<file path="src/rtl/id_ex_pipe_pkg.sv">
// rtl/id_ex_pipe_pkg.sv - shared CPU encodings for control fields and pipeline helpers
package id_ex_pipe_pkg;

   // ResultSrc selects what the writeback stage returns to the register file
   localparam logic [1:0] RESULT_ALU  = 2'b00;
   localparam logic [1:0] RESULT_MEM  = 2'b01;
   localparam logic [1:0] RESULT_PC4  = 2'b10;

   // ALUControl operation codes
   localparam logic [2:0] ALU_ADD = 3'b000;
   localparam logic [2:0] ALU_SUB = 3'b001;
   localparam logic [2:0] ALU_AND = 3'b010;
   localparam logic [2:0] ALU_OR  = 3'b011;
   localparam logic [2:0] ALU_SLT = 3'b101;

   localparam int         BUBBLE_CNT_WIDTH = 16;
   localparam logic [BUBBLE_CNT_WIDTH-1:0] BUBBLE_CNT_MAX = '1;

   // A producer whose result only arrives from memory is the one EX cannot forward in time
   function automatic logic is_load(input logic [1:0] result_src);
      return (result_src == RESULT_MEM);
   endfunction

endpackage

</file>
<file path="src/rtl/id_ex_pipe_hazard_detect.sv">
// rtl/id_ex_pipe_hazard_detect.sv - combinational load-use hazard detection
import id_ex_pipe_pkg::*;

module hazard_detect (
   input  logic       ValidE,
   input  logic       RegWriteE,
   input  logic [1:0] ResultSrcE,
   input  logic [4:0] RdE,
   input  logic [4:0] Rs1D,
   input  logic [4:0] Rs2D,
   input  logic       FlushE,
   output logic       LoadUse,
   output logic       StallF,
   output logic       StallD
);

   // x0 is never a real destination, so a zero RdE can never create a hazard
   always_comb begin
      LoadUse = ValidE & RegWriteE & is_load(ResultSrcE) & (RdE != 5'd0)
              & ((RdE == Rs1D) | (RdE == Rs2D));
      // A flush already discards the dependent instruction, so stalling would be wasted
      StallF  = LoadUse & ~FlushE;
      StallD  = LoadUse & ~FlushE;
   end

endmodule

</file>
<file path="src/rtl/id_ex_pipe.sv">
// rtl/id_ex_pipe.sv - ID/EX pipeline register with flush, load-use bubble insertion and bubble counter
import id_ex_pipe_pkg::*;

module id_ex_pipe #(
   parameter int DATA_WIDTH = 32
) (
   input  logic                  clk,
   input  logic                  rst,
   input  logic                  RegWriteD,
   input  logic                  MemWriteD,
   input  logic                  JumpD,
   input  logic                  BranchD,
   input  logic                  ALUSrcD,
   input  logic                  JalrmuxSelD,
   input  logic [1:0]            ResultSrcD,
   input  logic [2:0]            ALUControlD,
   input  logic [DATA_WIDTH-1:0] RD1D,
   input  logic [DATA_WIDTH-1:0] RD2D,
   input  logic [DATA_WIDTH-1:0] PCD,
   input  logic [DATA_WIDTH-1:0] ImmExtD,
   input  logic [DATA_WIDTH-1:0] PCPlus4D,
   input  logic [4:0]            Rs1D,
   input  logic [4:0]            Rs2D,
   input  logic [4:0]            RdD,
   input  logic                  FlushE,
   output logic                  RegWriteE,
   output logic                  MemWriteE,
   output logic                  JumpE,
   output logic                  BranchE,
   output logic                  ALUSrcE,
   output logic                  JalrmuxSelE,
   output logic [1:0]            ResultSrcE,
   output logic [2:0]            ALUControlE,
   output logic [DATA_WIDTH-1:0] RD1E,
   output logic [DATA_WIDTH-1:0] RD2E,
   output logic [DATA_WIDTH-1:0] PCE,
   output logic [DATA_WIDTH-1:0] ImmExtE,
   output logic [DATA_WIDTH-1:0] PCPlus4E,
   output logic [4:0]            Rs1E,
   output logic [4:0]            Rs2E,
   output logic [4:0]            RdE,
   output logic                  ValidE,
   output logic                  StallF,
   output logic                  StallD,
   output logic [15:0]           BubbleCnt
);

   logic                        load_use;
   logic [BUBBLE_CNT_WIDTH-1:0] bubble_cnt;

   hazard_detect u_hazard_detect (
      .ValidE     (ValidE),
      .RegWriteE  (RegWriteE),
      .ResultSrcE (ResultSrcE),
      .RdE        (RdE),
      .Rs1D       (Rs1D),
      .Rs2D       (Rs2D),
      .FlushE     (FlushE),
      .LoadUse    (load_use),
      .StallF     (StallF),
      .StallD     (StallD)
   );

   assign BubbleCnt = bubble_cnt;

   // Pipeline register: flush beats load-use beats capture; both kill paths load an all-zero bubble
   always_ff @(posedge clk or posedge rst) begin
      if (rst) begin
         RegWriteE   <= 1'b0;
         MemWriteE   <= 1'b0;
         JumpE       <= 1'b0;
         BranchE     <= 1'b0;
         ALUSrcE     <= 1'b0;
         JalrmuxSelE <= 1'b0;
         ResultSrcE  <= RESULT_ALU;
         ALUControlE <= ALU_ADD;
         RD1E        <= '0;
         RD2E        <= '0;
         PCE         <= '0;
         ImmExtE     <= '0;
         PCPlus4E    <= '0;
         Rs1E        <= 5'd0;
         Rs2E        <= 5'd0;
         RdE         <= 5'd0;
         ValidE      <= 1'b0;
      end else if (FlushE || load_use) begin
         RegWriteE   <= 1'b0;
         MemWriteE   <= 1'b0;
         JumpE       <= 1'b0;
         BranchE     <= 1'b0;
         ALUSrcE     <= 1'b0;
         JalrmuxSelE <= 1'b0;
         ResultSrcE  <= RESULT_ALU;
         ALUControlE <= ALU_ADD;
         RD1E        <= '0;
         RD2E        <= '0;
         PCE         <= '0;
         ImmExtE     <= '0;
         PCPlus4E    <= '0;
         Rs1E        <= 5'd0;
         Rs2E        <= 5'd0;
         RdE         <= 5'd0;
         ValidE      <= 1'b0;
      end else begin
         RegWriteE   <= RegWriteD;
         MemWriteE   <= MemWriteD;
         JumpE       <= JumpD;
         BranchE     <= BranchD;
         ALUSrcE     <= ALUSrcD;
         JalrmuxSelE <= JalrmuxSelD;
         ResultSrcE  <= ResultSrcD;
         ALUControlE <= ALUControlD;
         RD1E        <= RD1D;
         RD2E        <= RD2D;
         PCE         <= PCD;
         ImmExtE     <= ImmExtD;
         PCPlus4E    <= PCPlus4D;
         Rs1E        <= Rs1D;
         Rs2E        <= Rs2D;
         RdE         <= RdD;
         ValidE      <= 1'b1;
      end
   end

   // Count only load-use bubbles, saturating; flush bubbles are branch cost, not hazard cost
   always_ff @(posedge clk or posedge rst) begin
      if (rst) begin
         bubble_cnt <= '0;
      end else if (load_use && !FlushE && (bubble_cnt != BUBBLE_CNT_MAX)) begin
         bubble_cnt <= bubble_cnt + 1'b1;
      end
   end

endmodule
</file>
<file path="config.mk">
export PLATFORM = sky130hd
export DESIGN_NAME = id_ex_pipe
export DESIGN_NICKNAME = d
export VERILOG_FILES = /design/src/rtl/id_ex_pipe_pkg.sv /design/src/rtl/id_ex_pipe_hazard_detect.sv /design/src/rtl/id_ex_pipe.sv
export SDC_FILE = /design/constraint.sdc
export NUM_CORES = 1
export LEC_CHECK = 0
export CORE_AREA = 2 2 151 153
export CTS_BUF_LIST = sky130_fd_sc_hd__clkbuf_8
export DETAILED_ROUTE_END_ITERATION = 16
export DIE_AREA = 0 0 153 155
export GPL_ROUTABILITY_DRIVEN = 0
export PLACE_DENSITY_LB_ADDON = 0.1
export SYNTH_ARGS = -nofsm -noshare
export SYNTH_HDL_FRONTEND = slang
export SYNTH_SLANG_ARGS = --single-unit
export TNS_END_PERCENT = 5
</file>
<file path="constraint.sdc">
create_clock -name clk -period 12.7 [get_ports clk]
set_input_delay 2.54 -clock clk [delete_from_list [all_inputs] [get_ports clk]]
set_output_delay 2.54 -clock clk [all_outputs]
set_load 0.1 [all_outputs]
</file>
# Word-level counts from Yosys, hierarchy flattened
# Cells that the tools add are included.
# word_totals
ff_bits	203
latchBits	0
ramBits	0
mem_bits_ro	0
in_bits	189
out_inout_bits	205
wordCells	52
memories	0
# op_classes
add_sub_neg	1
mul	0
div	0
n_lt_le_gt_ge	0
eq_ne	4
n_shift	0
muxes	17
bitwise	7
reduce_logical	5
# op_table
cell	n
32-bit two-way mux	5
16-bit by 1-bit adder with 16-bit output, second input constant	1
16-bit inequality test, second input constant	1
5-bit two-way mux	3
5-bit == test	2
1-bit two-way mux	7
1-bit AND	5
5-bit nonzero test	1
3-bit two-way mux	1
2-bit by 1-bit == test with 1-bit output, second input constant	1
1-bit logical AND	2
2-bit two-way mux	1
1-bit logical NOT	1
1-bit logical OR	1
1-bit inverter	1
1-bit bitwise OR	1

# Depth between registers and ports, before layout
# Gate-level depths: netlist of run 1.
# depth
word_depth	6
ltp_mapped	7
mapped_depth_nobuf	6

# Modules after synthesis
# Synthesis of run 1 repeated with hierarchy kept, for this count alone.
# hier_totals
hier_cells	491
area_unflattened_um2	6921.6
# by_module_without_submodules
mod	instances	cells_each	area_each_um2	seq_area_each_um2
id_ex_pipe	1	470	6766.5	5079.9
hazard_detect	1	21	155.1	0.0

# Least setup slack after synthesis of run 1
# Ideal clock, no wire load.
# synth_path
kind	input -> output
start	in Rs1D[4]
end	out StallF
arrival_ns	6.143
required_ns	10.160
path_slack_ns	4.017
cell_stages	5
path_buffers	1
cell_sequence	xnor2_1 nand3_1 o22ai_1 nor3b_1 buf_4
# synth_via
elab_chain_len	4
# synth_rtl
element	line	source
from (decl)	id_ex_pipe.sv:22	input logic [4:0] Rs1D,
5-bit == test	id_ex_pipe_hazard_detect.sv:20	& ((RdE == Rs1D) | (RdE == Rs2D));
1-bit bitwise OR	id_ex_pipe_hazard_detect.sv:20	
1-bit AND	id_ex_pipe_hazard_detect.sv:20	
1-bit AND	n/a	
to (decl)	id_ex_pipe.sv:43	output logic StallF,
# Every way passes these cells.

# Worst setup path after layout of run 1
# layout_path
start	in Rs1D[4]
end	out StallF
# layout_via
elab_chain_len	4
# layout_rtl
element	line	source
5-bit == test	id_ex_pipe_hazard_detect.sv:20	
1-bit bitwise OR	id_ex_pipe_hazard_detect.sv:20	
1-bit AND	id_ex_pipe_hazard_detect.sv:20	
1-bit AND	id_ex_pipe_hazard_detect.sv:22	StallF = LoadUse & ~FlushE;
# Every way passes these cells.

==> results.sh, run 1 <==
export IMPL_max_cap_viol_count=0
export IMPL_final_cell_mix="clkdlybuf4s50_1, dfrtp_1, and2_1, clkbuf_8, xnor2_1"
export IMPL_avgViaCountPerCell=4.21
export IMPL_cts_resized=0
export IMPL_antenna_cells=0
export IMPL_netlist_area_sq_um=6990
export IMPL_core_sq_um=22200
export IMPL_portBuffers=393
export IMPL_comb_power_share=0.235
export IMPL_endpoint_kind="output pin"
export IMPL_synth_fp_nets=689
export IMPL_dp_hpwl_um=15500
export IMPL_cts_sinks=203
export IMPL_routedWlPerCell_um=17.3
export IMPL_min_period_ns=7.84
export IMPL_internal_power_w=0.00117
export IMPL_drive_gt1_frac=0.0694
export IMPL_startpoint_type="input port"
export IMPL_clock_latency_ns=0.51
export IMPL_rsz0062_at_grt="no"
export IMPL_dr_pass1_iters=4
export IMPL_hold_violations=0
export IMPL_p_sw_frac=0.324
export IMPL_nFillCells=1916
export IMPL_drcViolationCount=0
export IMPL_setup_ws_ns=4.86
export IMPL_crit_arrival_ns=5.30
export IMPL_post_route_util=0.538
export IMPL_routed_wl_met2_um=11000
export IMPL_finalPower_w=0.00173
export IMPL_drv_slew=0
export IMPL_cts_setup_buffers=0
export IMPL_drt_iter0_markers=198
export IMPL_route_met3_wl_um=2120
export IMPL_p_leak_nw=5.24
export IMPL_worst_slew_pin_slew_ns=1.06
export IMPL_fin_tns_setup_ns=0
export IMPL_die_area_sq_um=23700
export IMPL_pre_cts_ws_ns=4.83
export IMPL_critPathRequiredTime_ns=10.16
export IMPL_synth_cell_type_count=33
export IMPL_fp_row_count=55
export IMPL_routedLengthMet1_um=7300
export IMPL_ctsHoldBuffers=0
export IMPL_antenna_found_initial=0
export IMPL_power_switching_w=0.000559
export IMPL_wl_um=21100
export IMPL_layout_commonest_cell="clkdlybuf4s50_1"
export IMPL_critPathMaxFanout=17
export IMPL_setup_violations=0
export IMPL_syn_inst=499
export IMPL_outcome="finished clean"
export IMPL_max_clock_freq_ghz=0.127
export IMPL_cts_path_max_buffers=3
export IMPL_seq_area_frac_synth=0.727
export IMPL_whs_ns=0.517
export IMPL_clkSlewWorstSetupHoldPaths_ns=0.06
export IMPL_vias=5137
export IMPL_critPathSlowestCell="clkdlybuf4s50_1"
export IMPL_yosysWarnings=0
export IMPL_skew_ns=0.0190
export IMPL_yosys_register_bits=203
export IMPL_finalCritPeriodShare=0.618
export IMPL_critical_path_most_common_cell="clkdlybuf4s50_1"
export IMPL_io_pins=394
export IMPL_die_w_um=153
export IMPL_cts_root_buffer="clkbuf_8"
export IMPL_initial_utilization=0.314
export IMPL_grt_pass1_wl_um=32200
export IMPL_top_layer_used="met4"
export IMPL_p_per_area_nw_per_um2=144
export IMPL_grt_pass1_vias=5596
export IMPL_syn_to_final_growth_pct=71.2
export IMPL_hp_class="reg2reg"
export IMPL_cts_tree="built"
export IMPL_grtUsageTotal=0.176
export IMPL_pwr_share_clk=0.367
export IMPL_die_h_um=155
export IMPL_rrSetupSlack_ns=10.16
export IMPL_reg2reg_depth=6
export IMPL_htreeDepth=2
export IMPL_whs_path_depth=1
export IMPL_grt_max_degree=125
export IMPL_slowest_delay_ns=1.21
export IMPL_ant_nets=0
export IMPL_grt_overflow=0
export IMPL_relSlewSlack=0.292
export IMPL_fin_nets=1101
export IMPL_crit_chain="clkdlybuf4s50_1 -> xnor2_1 -> nand3_1 -> o22ai_1 -> buf_4 -> nor3b_1 -> clkdlybuf4s50_1"
export IMPL_criticalPathCategory="in2out"
export IMPL_syn_avg_cell_area_sq_um=14.0
export IMPL_peakVddDrop_uv=88.2
export IMPL_cts_made_buffers=36
export IMPL_power_frac_seq=0.398
[power by group through the flow]
stage	combinational (W)	sequential, W	clock, W
6_report	0.000406	0.000687	0.000633
3_3_place_gp	0.000408	0.000698	0
3_5_place_dp	0.000409	0.000699	0
4_1_cts	0.000410	0.000688	0.000654
5_1_grt	0.000421	0.000690	0.000685
2_1_floorplan	0.0000419	0.000928	0
[sequential cells by signal, indices dropped and copies added, names as in the netlist]
register and cells:
ALUSrcE 1, RdE 5, BranchE 1, ALUControlE 3, JalrmuxSelE 1, ImmExtE 32, MemWriteE 1, PCPlus4E 32
BubbleCnt 16, Rs1E 5, ResultSrcE 2, RD2E 32, ValidE 1, PCE 32, RD1E 32, Rs2E 5
RegWriteE 1, JumpE 1
[logic make-up after synthesis]
family / count (synthesis) / share of synthesized area
AOI/OAI and AO/OA: 6 / 0.00860
xor gates and xnor gates: 23 / 0.0288
adders and majority gates: 1 / 0.00179
DFF: 203 / 0.727
and+or+nand+nor: 239 / 0.212
muxes: 2 / 0.00322
buffers and inverters: 25 / 0.0186
[worst max-delay path: cells and delay by family]
family,cells,cell delay [ns]
and+or+nand+nor,2,0.46
buffers and inverters,3,1.95
xor gates and xnor gates,1,0.15
AOI/OAI and AO/OA,1,0.20
[synth_stat cells (all sizes together)]
master  instances  area (sq um)
nor4b           4          35.0
nor3            2          10.0
dfrtp         203          5080
and4            1          8.76
and2          190          1190
or4             1          11.3
clkbuf         18          82.6
nor2b           1          6.26
a21oi           1          16.3
nor3b           3          22.5
nand4           8          50.1
and4b           1          10.0
nor2            5          18.8
nor4            2          12.5
nand4b          1          8.76
inv             2          7.50
nand2           7          26.3
o21ai           1          16.3
nand3           9          45.0
a31oi           2          12.5
xnor2          20           175
and3            2          12.5
mux2            2          22.5
nand2b          2          12.5
xor2            3          26.3
a311oi          1          8.76
buf             5          40.0
o22ai           1          6.26
ha              1          12.5
[area by class of cell]
cell class | instances | area, sq um | share of cell area
clock inverters | 16 | 119 | 0.00994
flip-flops and latches | 203 | 5080 | 0.425
inverters | 2 | 15.0 | 0.00126
multi-input cells | 271 | 1780 | 0.148
repair buffers | 397 | 3960 | 0.332
clock buffers | 47 | 647 | 0.0541
well taps | 285 | 357 | 0.0298
[path summary, 6_finish.rpt]
kind                                     startpoint                  endpoint
max in group asynchronous                       rst     JalrmuxSelE$_DFF_PP0_
setup reg to reg                   RdE[0]$_DFF_PP0_        RD1E[22]$_DFF_PP0_
hold / removal             BubbleCnt[9]$_DFFE_PP0P_  BubbleCnt[9]$_DFFE_PP0P_
min in group asynchronous                       rst      ImmExtE[2]$_DFF_PP0_
hold reg to reg            BubbleCnt[9]$_DFFE_PP0P_  BubbleCnt[9]$_DFFE_PP0P_
setup / recovery                            Rs1D[4]                    StallF
[metal layers]
layer | global-route usage | up-vias
li1 | - | 2388
met1 | 0.183 | 2446
met2 | 0.318 | 253
met3 | 0.0763 | 50
met4 | 0.0653 | 0
met5 | 0 | -
[stage by stage]
step / area, sq um / std cells
6_report: 12000 / 1221
5_1_grt: 12000 / 1221
4_1_cts: 12000 / 1221
3_5_place_dp: 11200 / 1158
3_3_place_gp: 11200 / 1158
2_1_floorplan: 6990 / 499
Note: power is estimated with default switching activity, not from simulation.
==> inputs of run 2 (changes only) <==
==> constraint.sdc (replaced) <==
create_clock -name clk -period 7.1 [get_ports clk]
set_input_delay 1.42 -clock clk [delete_from_list [all_inputs] [get_ports clk]]
set_output_delay 1.42 -clock clk [all_outputs]
set_load 0.1 [all_outputs]
==> results.sh, run 2 (same netlist as run 1, synthesis figures left out) <==
export IMPL_outcome="finished clean"
export IMPL_drt_iter0_markers=188
export IMPL_drcViolationCount=0
export IMPL_p_per_area_nw_per_um2=257
export IMPL_cts_tree="built"
export IMPL_fin_nets=1102
export IMPL_hp_class="reg2reg"
export IMPL_cts_sinks=203
export IMPL_syn_to_final_growth_pct=71.0
export IMPL_max_clock_freq_ghz=0.210
export IMPL_peakVddDrop_uv=149
export IMPL_relSlewSlack=0.294
export IMPL_drv_slew=0
export IMPL_fp_row_count=55
export IMPL_die_h_um=155
export IMPL_ctsHoldBuffers=0
export IMPL_cts_resized=0
export IMPL_worst_slew_pin_slew_ns=1.06
export IMPL_startpoint_type="input port"
export IMPL_initial_utilization=0.314
export IMPL_antenna_cells=0
export IMPL_fin_tns_setup_ns=0
export IMPL_critical_path_most_common_cell="buf_4"
export IMPL_slowest_delay_ns=0.44
export IMPL_finalPower_w=0.00307
export IMPL_finalCritPeriodShare=0.672
export IMPL_nFillCells=1963
export IMPL_hold_violations=0
export IMPL_criticalPathCategory="in2out"
export IMPL_grt_overflow=0
export IMPL_min_period_ns=4.77
export IMPL_portBuffers=393
export IMPL_critPathRequiredTime_ns=5.68
export IMPL_clkSlewWorstSetupHoldPaths_ns=0.05
export IMPL_endpoint_kind="output pin"
export IMPL_grt_max_degree=111
export IMPL_die_w_um=153
export IMPL_critPathMaxFanout=17
export IMPL_htreeDepth=2
export IMPL_layout_commonest_cell="clkdlybuf4s50_1"
export IMPL_crit_arrival_ns=3.35
export IMPL_setup_violations=0
export IMPL_rsz0062_at_grt="no"
export IMPL_dr_pass1_iters=4
export IMPL_grt_pass1_vias=5739
export IMPL_grt_pass1_wl_um=32900
export IMPL_cts_path_max_buffers=3
export IMPL_cts_setup_buffers=0
export IMPL_whs_ns=0.500
export IMPL_avgViaCountPerCell=4.27
export IMPL_clock_latency_ns=0.50
export IMPL_skew_ns=0.0119
export IMPL_grtUsageTotal=0.180
export IMPL_drive_gt1_frac=0.0736
export IMPL_ant_nets=0
export IMPL_vias=5217
export IMPL_crit_chain="clkdlybuf4s50_1 -> xnor2_1 -> nand3_1 -> o22ai_1 -> buf_4 -> nor3b_1 -> buf_4"
export IMPL_cts_root_buffer="clkbuf_8"
export IMPL_routedWlPerCell_um=17.4
export IMPL_io_pins=394
export IMPL_core_sq_um=22200
export IMPL_dp_hpwl_um=15700
export IMPL_wl_um=21300
export IMPL_max_cap_viol_count=0
export IMPL_critPathSlowestCell="clkdlybuf4s50_1"
export IMPL_die_area_sq_um=23700
export IMPL_antenna_found_initial=0
export IMPL_final_cell_mix="clkdlybuf4s50_1, dfrtp_1, and2_1, clkbuf_8, xnor2_1"
export IMPL_p_leak_nw=5.24
export IMPL_cts_made_buffers=36
[run 2: cell types whose count changed in the layout (fill, tap and decap cells not counted), sizes merged]
cell | previous run | this run
buf | 4 | 7
clkdlybuf4s50 | 393 | 391
bufinv | 2 | 1
clkbuf | 47 | 48
clkinv | 5 | 6
[run 2: per-stage QoR]
stage / util / std cells / cell area, sq um / setup slack (ns)
final: 0.538 / 1223 / 11900 / 2.33
after global routing: 0.538 / 1223 / 11900 / 2.22
after CTS: 0.538 / 1223 / 11900 / 2.30
after detailed placement: 0.504 / 1159 / 11200 / 2.31
after global placement: 0.504 / 1159 / 11200 / 2.36
after floorplan: - / 499 / 6990 / 0.141
[run 2: routing by layer]
metal | global-route usage | routed length (um) | vias to the layer above
met4 | 0.0648 | 573 | 0
li1 | - | - | 2397
met1 | 0.183 | 7140 | 2534
met2 | 0.327 | 11400 | 249
met5 | 0 | 0 | -
met3 | 0.0808 | 2180 | 37
[run 2: final timing paths]
path	from	endpoint	slack, ns	cells past startpoint
min in group asynchronous	rst	RD2E[27]$_DFF_PP0_	1.36	2
worst min register to register	BubbleCnt[9]$_DFFE_PP0P_	BubbleCnt[9]$_DFFE_PP0P_	0.50	1
worst min-delay path	BubbleCnt[9]$_DFFE_PP0P_	BubbleCnt[9]$_DFFE_PP0P_	0.50	1
worst max register to register	RdE[0]$_DFF_PP0_	BranchE$_DFF_PP0_	4.55	6
max in group asynchronous	rst	RD2E[8]$_DFF_PP0_	4.47	3
worst max-delay path	Rs1D[4]	StallF	2.33	7
[run 2: critical path: cells and delay by family]
family	cells	cell delay [ns]
buf+inv	3	1.04
simple gates	2	0.47
xor+xnor	1	0.22
compound gates	1	0.19
[run 2: final cells by class]
class	instances	area, sq um	share of cell area
flip-flops and latches	203	5080	0.425
repair buffers	398	3970	0.332
well taps	285	357	0.0298
inverters	2	15.0	0.00126
clock buffers	48	661	0.0553
multi-input cells	271	1780	0.149
clock inverters	16	93.8	0.00785
[run 2: where the power goes]
group / switching, W / leakage, nW / internal [W]
combinational: 0.000515 / 2.18 / 0.000213
clock: 0.000470 / 0.431 / 0.000640
sequential: 0.0000185 / 2.63 / 0.00121
total: 0.00100 / 5.24 / 0.00206
==> variant 1 (settings of run 2) <==
Put one more register stage on the output `BubbleCnt`, cleared by the reset. The value now appears one clock later. The other outputs are not delayed to match.
--- a/src/rtl/id_ex_pipe.sv
+++ b/src/rtl/id_ex_pipe.sv
@@ -63,3 +63,9 @@
 
-   assign BubbleCnt = bubble_cnt;
+   always_ff @(posedge clk or posedge rst) begin
+      if (rst) begin
+         BubbleCnt <= '0;
+      end else begin
+         BubbleCnt <= bubble_cnt;
+      end
+   end
 
Formal check against the unedited RTL: not equivalent (Yosys sat finds a counterexample within 4 cycles, from zero or initial values and one cycle with rst high).
==> variant 1 against run 2 <==
- area after synthesis rose by 5.7%
- worst setup slack got worse by 0.018 ns
- critical path depth did not move
- sequential cell count rose by 16
- count of clock-buffer cells in the layout fell by 1
- register-to-register slack got worse by 0.03 ns
- routed wire length rose by 2.4%
- cell area rose by 3.3%
- total power rose by 2.8%
- largest power group unchanged
- highest routed layer unchanged
==> variant 1: results (changes against run 2) <==
Global route
  • First-pass GRT wire length: 34300 µm (was 32900 µm)
  • Pin count of the biggest net entering global routing: 125 (was 111)
  • Total track usage: 0.186 (was 0.180)
  • Vias in the first global route: 5955 (was 5739)
  • Antenna violations before repair: 0 (unchanged)

Logic synthesis
  • Yosys warnings: 0 (unchanged)
  • Sequential element share of the synthesized area: 0.742 (was 0.727)
  • Cells after synthesis: 515 (was 499)
  • Xor and xnor area share after synthesis: 0.0273 (was 0.0288)
  • Cell variety after synth: 33 (unchanged)
  • Synth cell count leaders: dfrtp_1, and2_1, xnor2_1 (unchanged)
  • Area share of fa/ha/maj cells after synthesis: 0.00169 (was 0.00179)
  • Syn nets: 705 (was 689)
  • Mux contribution to synthesized area: 0.00305 (was 0.00322)
  • Async SR Flop Fraction: 1.00 (unchanged)
  • Top FF cell, synth: dfrtp_1 (unchanged)
  • Synth area leaders: dfrtp_1, and2_1, xnor2_1 (unchanged)
  • Synth Area in Compound Gates: 0.00813 (was 0.00860)

CTS
  • Clock buffer depth: 3 (unchanged)
  • CTS Buf Count: 38 (was 36)
  • Post-CTS setup buffers: 0 (unchanged)
  • Post-cts sizing count: 0 (unchanged)
  • Root buffer cell: clkbuf_8 (unchanged)
  • Clock Latency Late Sink: 0.51 ns
  • CTS H-Tree Depth: 2 (unchanged)
  • Clock transition at path regs: 0.06 ns

Status
  • Status: complete, no violations (unchanged)

STA
  • Final Setup Violations: 0 (unchanged)
  • Slew at the pin with the worst max-slew slack: 1.09 ns (was 1.06 ns)
  • Clk_skew: 0.0174 ns (was 0.0119 ns)

Placement
  • Port buffer count: 393 (unchanged)
  • Detailed placement HPWL: 16300 µm (was 15700 µm)
  • DP Cell Count: 1175 (was 1159)

Hold path
  • Worst hold path class: reg -> reg (unchanged)

Layout
  • Fillers: 1907 (was 1963)
  • Fraction of layout cells with a size suffix above 1: 0.0671 (was 0.0736)
  • Antenna fix cells: 0 (unchanged)
  • NumNets Final: 1120 (was 1102)

Power
  • Worst VDD drop: 0.148 mV (was 0.149 mV)
  • LEAKAGE: 5.47 nW (was 5.24 nW)

Drt
  • Vias per inst: 4.27 (about the same)
  • Vias: 5293 (was 5217)
  • DR pass1 iterations: 4 (unchanged)
  • Final wirelength: 21800 µm (was 21300 µm)
  • 1st-iter DRT viols: 174 (was 188)

Setup path
  • CP arrival: 3.37 ns (was 3.35 ns)
  • Worst-path maximum fanout: 17 (unchanged)
[variant 1: cell count changes after synthesis]
cell,delta
dfrtp_1,+16
[variant 1: kinds of logic (layout without fill, tap and decap cells)]
family / Yosys count / after routing
AOI/OAI and AO/OA: 6 / 6
xor gates and xnor gates: 23 / 23
adders and majority gates: 1 / 1
buffers and inverters: 25 / 464
DFF: 219 / 219
muxes: 2 / 2
and+or+nand+nor: 239 / 239
[variant 1: final cells by class]
cell class,count,area [µm²],area share
sequential,219,5480,0.444
timing repair buffer,398,3980,0.322
multi-input combinational,271,1780,0.144
clock buffer,47,647,0.0524
tap,285,357,0.0289
clock inverter,17,92.6,0.00750
inverter,2,11.3,0.000912
[variant 1: where the power goes]
part	switching [mW]	internal [mW]	leakage, nW	total, mW
clock network	0.472	0.627	0.434	1.10
logic	0.517	0.213	2.18	0.730
registers	0.0192	1.30	2.86	1.32
total	1.01	2.14	5.47	3.15
[variant 1: critical path: stages]
cell and delay, ns:
clkdlybuf4s50_1 0.54, xnor2_1 0.15, nand3_1 0.09, o22ai_1 0.18, buf_4 0.24, nor3b_1 0.37, buf_4 0.37
[variant 1: worst paths after layout]
check                              start            to  slack, ns  cells after the start
setup / recovery                 Rs1D[3]        StallF       2.31                      7
hold / removal             bubble_cnt[9]  BubbleCnt[9]       0.43                      0
setup reg to reg                  RdE[0]       Rs2E[0]       4.52                      6
hold reg to reg            bubble_cnt[9]  BubbleCnt[9]       0.43                      0
max in group asynchronous            rst       RD1E[7]       4.50                      3
min in group asynchronous            rst  PCPlus4E[27]       1.33                      2
[variant 1: through the flow]
| step | area, µm² | setup slack [ns] |
|---|---|---|
| CTS | 12300 | 2.31 |
| global route | 12300 | 2.23 |
| finish | 12300 | 2.31 |
| global placement | 11600 | 2.34 |
| floorplan | 7390 | 0.657 |
| detailed placement | 11600 | 2.31 |
[variant 1: per-layer routing]
layer / up-vias / global-route usage / routed length [µm]
li1: 2445 / - / -
met1: 2560 / 0.195 / 7570
met2: 246 / 0.339 / 11700
met3: 42 / 0.0735 / 2040
met4: 0 / 0.0670 / 567
met5: - / 0 / 0
==> variant 2 (config.mk and constraints of run 2) <==
Made on the original files. Change the parameter `DATA_WIDTH` from 32 to 16.
--- a/src/rtl/id_ex_pipe.sv
+++ b/src/rtl/id_ex_pipe.sv
@@ -4,3 +4,3 @@
 module id_ex_pipe #(
-   parameter int DATA_WIDTH = 32
+   parameter int DATA_WIDTH = 16
 ) (
Interface: changed (10 resized); port bits go from 394 to 234. The function was not compared with the original's and may differ.
==> variant 2 against run 2 <==
- cell area is 38% lower
- worst setup slack worse by 0.61 ns
- routed wire length is 42% lower
- sequential cell count is 80 lower
- area after synthesis is 37% lower
- cell count is 30% lower
- total power is 43% lower
- critical path depth stayed put
- core utilization is 21 points lower
- register-to-register slack worse by 0.47 ns
- largest cell class unchanged
==> variant 2: results (changes against run 2) <==
Layout
  • NumNets Final: 669 (was 1102)
  • Final cell count without fillers: 858 (was 1223)
  • Fraction of layout cells with a size suffix above 1: 0.0699 (was 0.0736)
  • Sequential Area: 3080 µm² (was 5080 µm²)
  • Fillers: 2272 (was 1963)

CTS
  • Clock buffer depth: 2 (was 3)
  • CTS H-Tree Depth: 4 (was 2)
  • Clock Latency Late Sink: 0.43 ns (was 0.50 ns)
  • Post-CTS setup buffers: 0 (unchanged)
  • Root buffer cell: clkbuf_8 (unchanged)
  • Clock transition at path regs: 0.07 ns (was 0.05 ns)
  • CTS Buf Count: 17 (was 36)

Logic synthesis
  • Sequential element share of the synthesized area: 0.703 (was 0.727)
  • Synth area leaders: dfrtp_1, and2_1, xnor2_1 (unchanged)
  • Syn nets: 427 (was 689)
  • Yosys warnings: 0 (unchanged)
  • Cell variety after synth: 28 (was 33)
  • Async SR Flop Fraction: 1.00 (unchanged)
  • Top FF cell, synth: dfrtp_1 (unchanged)
  • Avg Synthesized Cell Area: 13.8 µm² (was 14.0 µm²)
  • Synth cell count leaders: dfrtp_1, and2_1, xnor2_1 (unchanged)

Drt
  • Final ANT Viol Nets: 0 (unchanged)
  • Final wirelength: 12400 µm (was 21300 µm)
  • DR pass1 iterations: 4 (unchanged)
  • 1st-iter DRT viols: 53 (was 188)
  • Vias: 3182 (was 5217)

Hold path
  • Worst hold start: BubbleCnt[11] (was BubbleCnt[9])
  • Hold depth: 1 (unchanged)
  • Worst hold endpoint: BubbleCnt[11] (was BubbleCnt[9])
  • Worst hold path class: reg -> reg (unchanged)

Setup path
  • Worst Reg-to-Reg Cells: 6 (unchanged)
  • Critical R2R Capture: BranchE (unchanged)
  • Worst r2r src: RdE[0] (unchanged)
  • Worst-path maximum fanout: 16 (was 17)
  • R2R setup slack: 4.08 ns (was 4.55 ns)

Global route
  • First-pass GRT wire length: 19400 µm (was 32900 µm)
  • Antenna violations before repair: 2 (was 0)
  • Vias in the first global route: 3444 (was 5739)
  • Total track usage: 0.107 (was 0.180)
  • Pin count of the biggest net entering global routing: 68 (was 111)

Placement
  • Placed Instance Area: 7000 µm² (was 11200 µm²)
  • Detailed placement HPWL: 9000 µm (was 15700 µm)
  • DP Cell Count: 825 (was 1159)
  • Port buffer count: 233 (was 393)

STA
  • Slew at the pin with the worst max-slew slack: 1.07 ns (was 1.06 ns)
  • Clk_skew: 0.0126 ns (was 0.0119 ns)

Power
  • Worst VDD drop: 0.0903 mV (was 0.149 mV)
  • LEAKAGE: 3.12 nW (was 5.24 nW)

Status
  • Status: complete, no violations (unchanged)
-- variant 2: logic make-up after synthesis --
group	synth area share
xor+xnor	0.0480
simple gates	0.206
fa+ha+maj	0.00286
compound gates	0.0109
mux	0.00515
buf+inv	0.0234
flops	0.703
-- variant 2: how the worst max path moves through the flow --
stage | slack, ns | startpoint | endpoint
2_1_floorplan | 2.11 | Rs2D[2] | StallF
3_3_place_gp | 1.73 | Rs2D[4] | StallD
3_5_place_dp | 1.71 | Rs2D[4] | StallD
4_1_cts | 1.71 | Rs2D[4] | StallD
5_1_grt | 1.59 | Rs1D[3] | StallD
6_report | 1.71 | Rs2D[3] | StallD
-- variant 2: layout make-up --
cell class | count | area share
flip-flops and latches | 123 | 0.418
repair buffers | 236 | 0.320
multi-input cells | 178 | 0.162
well taps | 285 | 0.0484
clock buffers | 17 | 0.0318
clock inverters | 15 | 0.0175
inverters | 3 | 0.00187
diodes | 1 | 0.000340
-- variant 2: where the power goes --
| part | internal (mW) | switching (mW) | total, mW |
|---|---|---|---|
| clock | 0.275 | 0.300 | 0.575 |
| combinational | 0.124 | 0.295 | 0.419 |
| sequential | 0.731 | 0.0111 | 0.742 |
-- variant 2: per-stage QoR --
step	worst slack, ns	hold WS, ns
final	1.71	0.499
after global routing	1.59	0.516
after CTS	1.71	0.510
after detailed placement	1.71	0.499
after global placement	1.73	0.484
after floorplan	2.11	1.05
-- variant 2: layer usage --
metal	global-route usage	vias up	share of wire
met1	0.124	1524	0.41
met3	0.0621	15	0.10
met4	0.0340	2	0.015
met5	0	-	0.00096
li1	-	1499	-
met2	0.167	142	0.47
-- variant 2: worst max-delay path, cell delays in order --
cell             delay, ns
clkdlybuf4s50_1       0.51
xnor2_1               0.13
nand2_1               0.09
o32ai_2               0.26
buf_4                 0.25
and2_1                0.17
clkdlybuf4s50_1       1.13
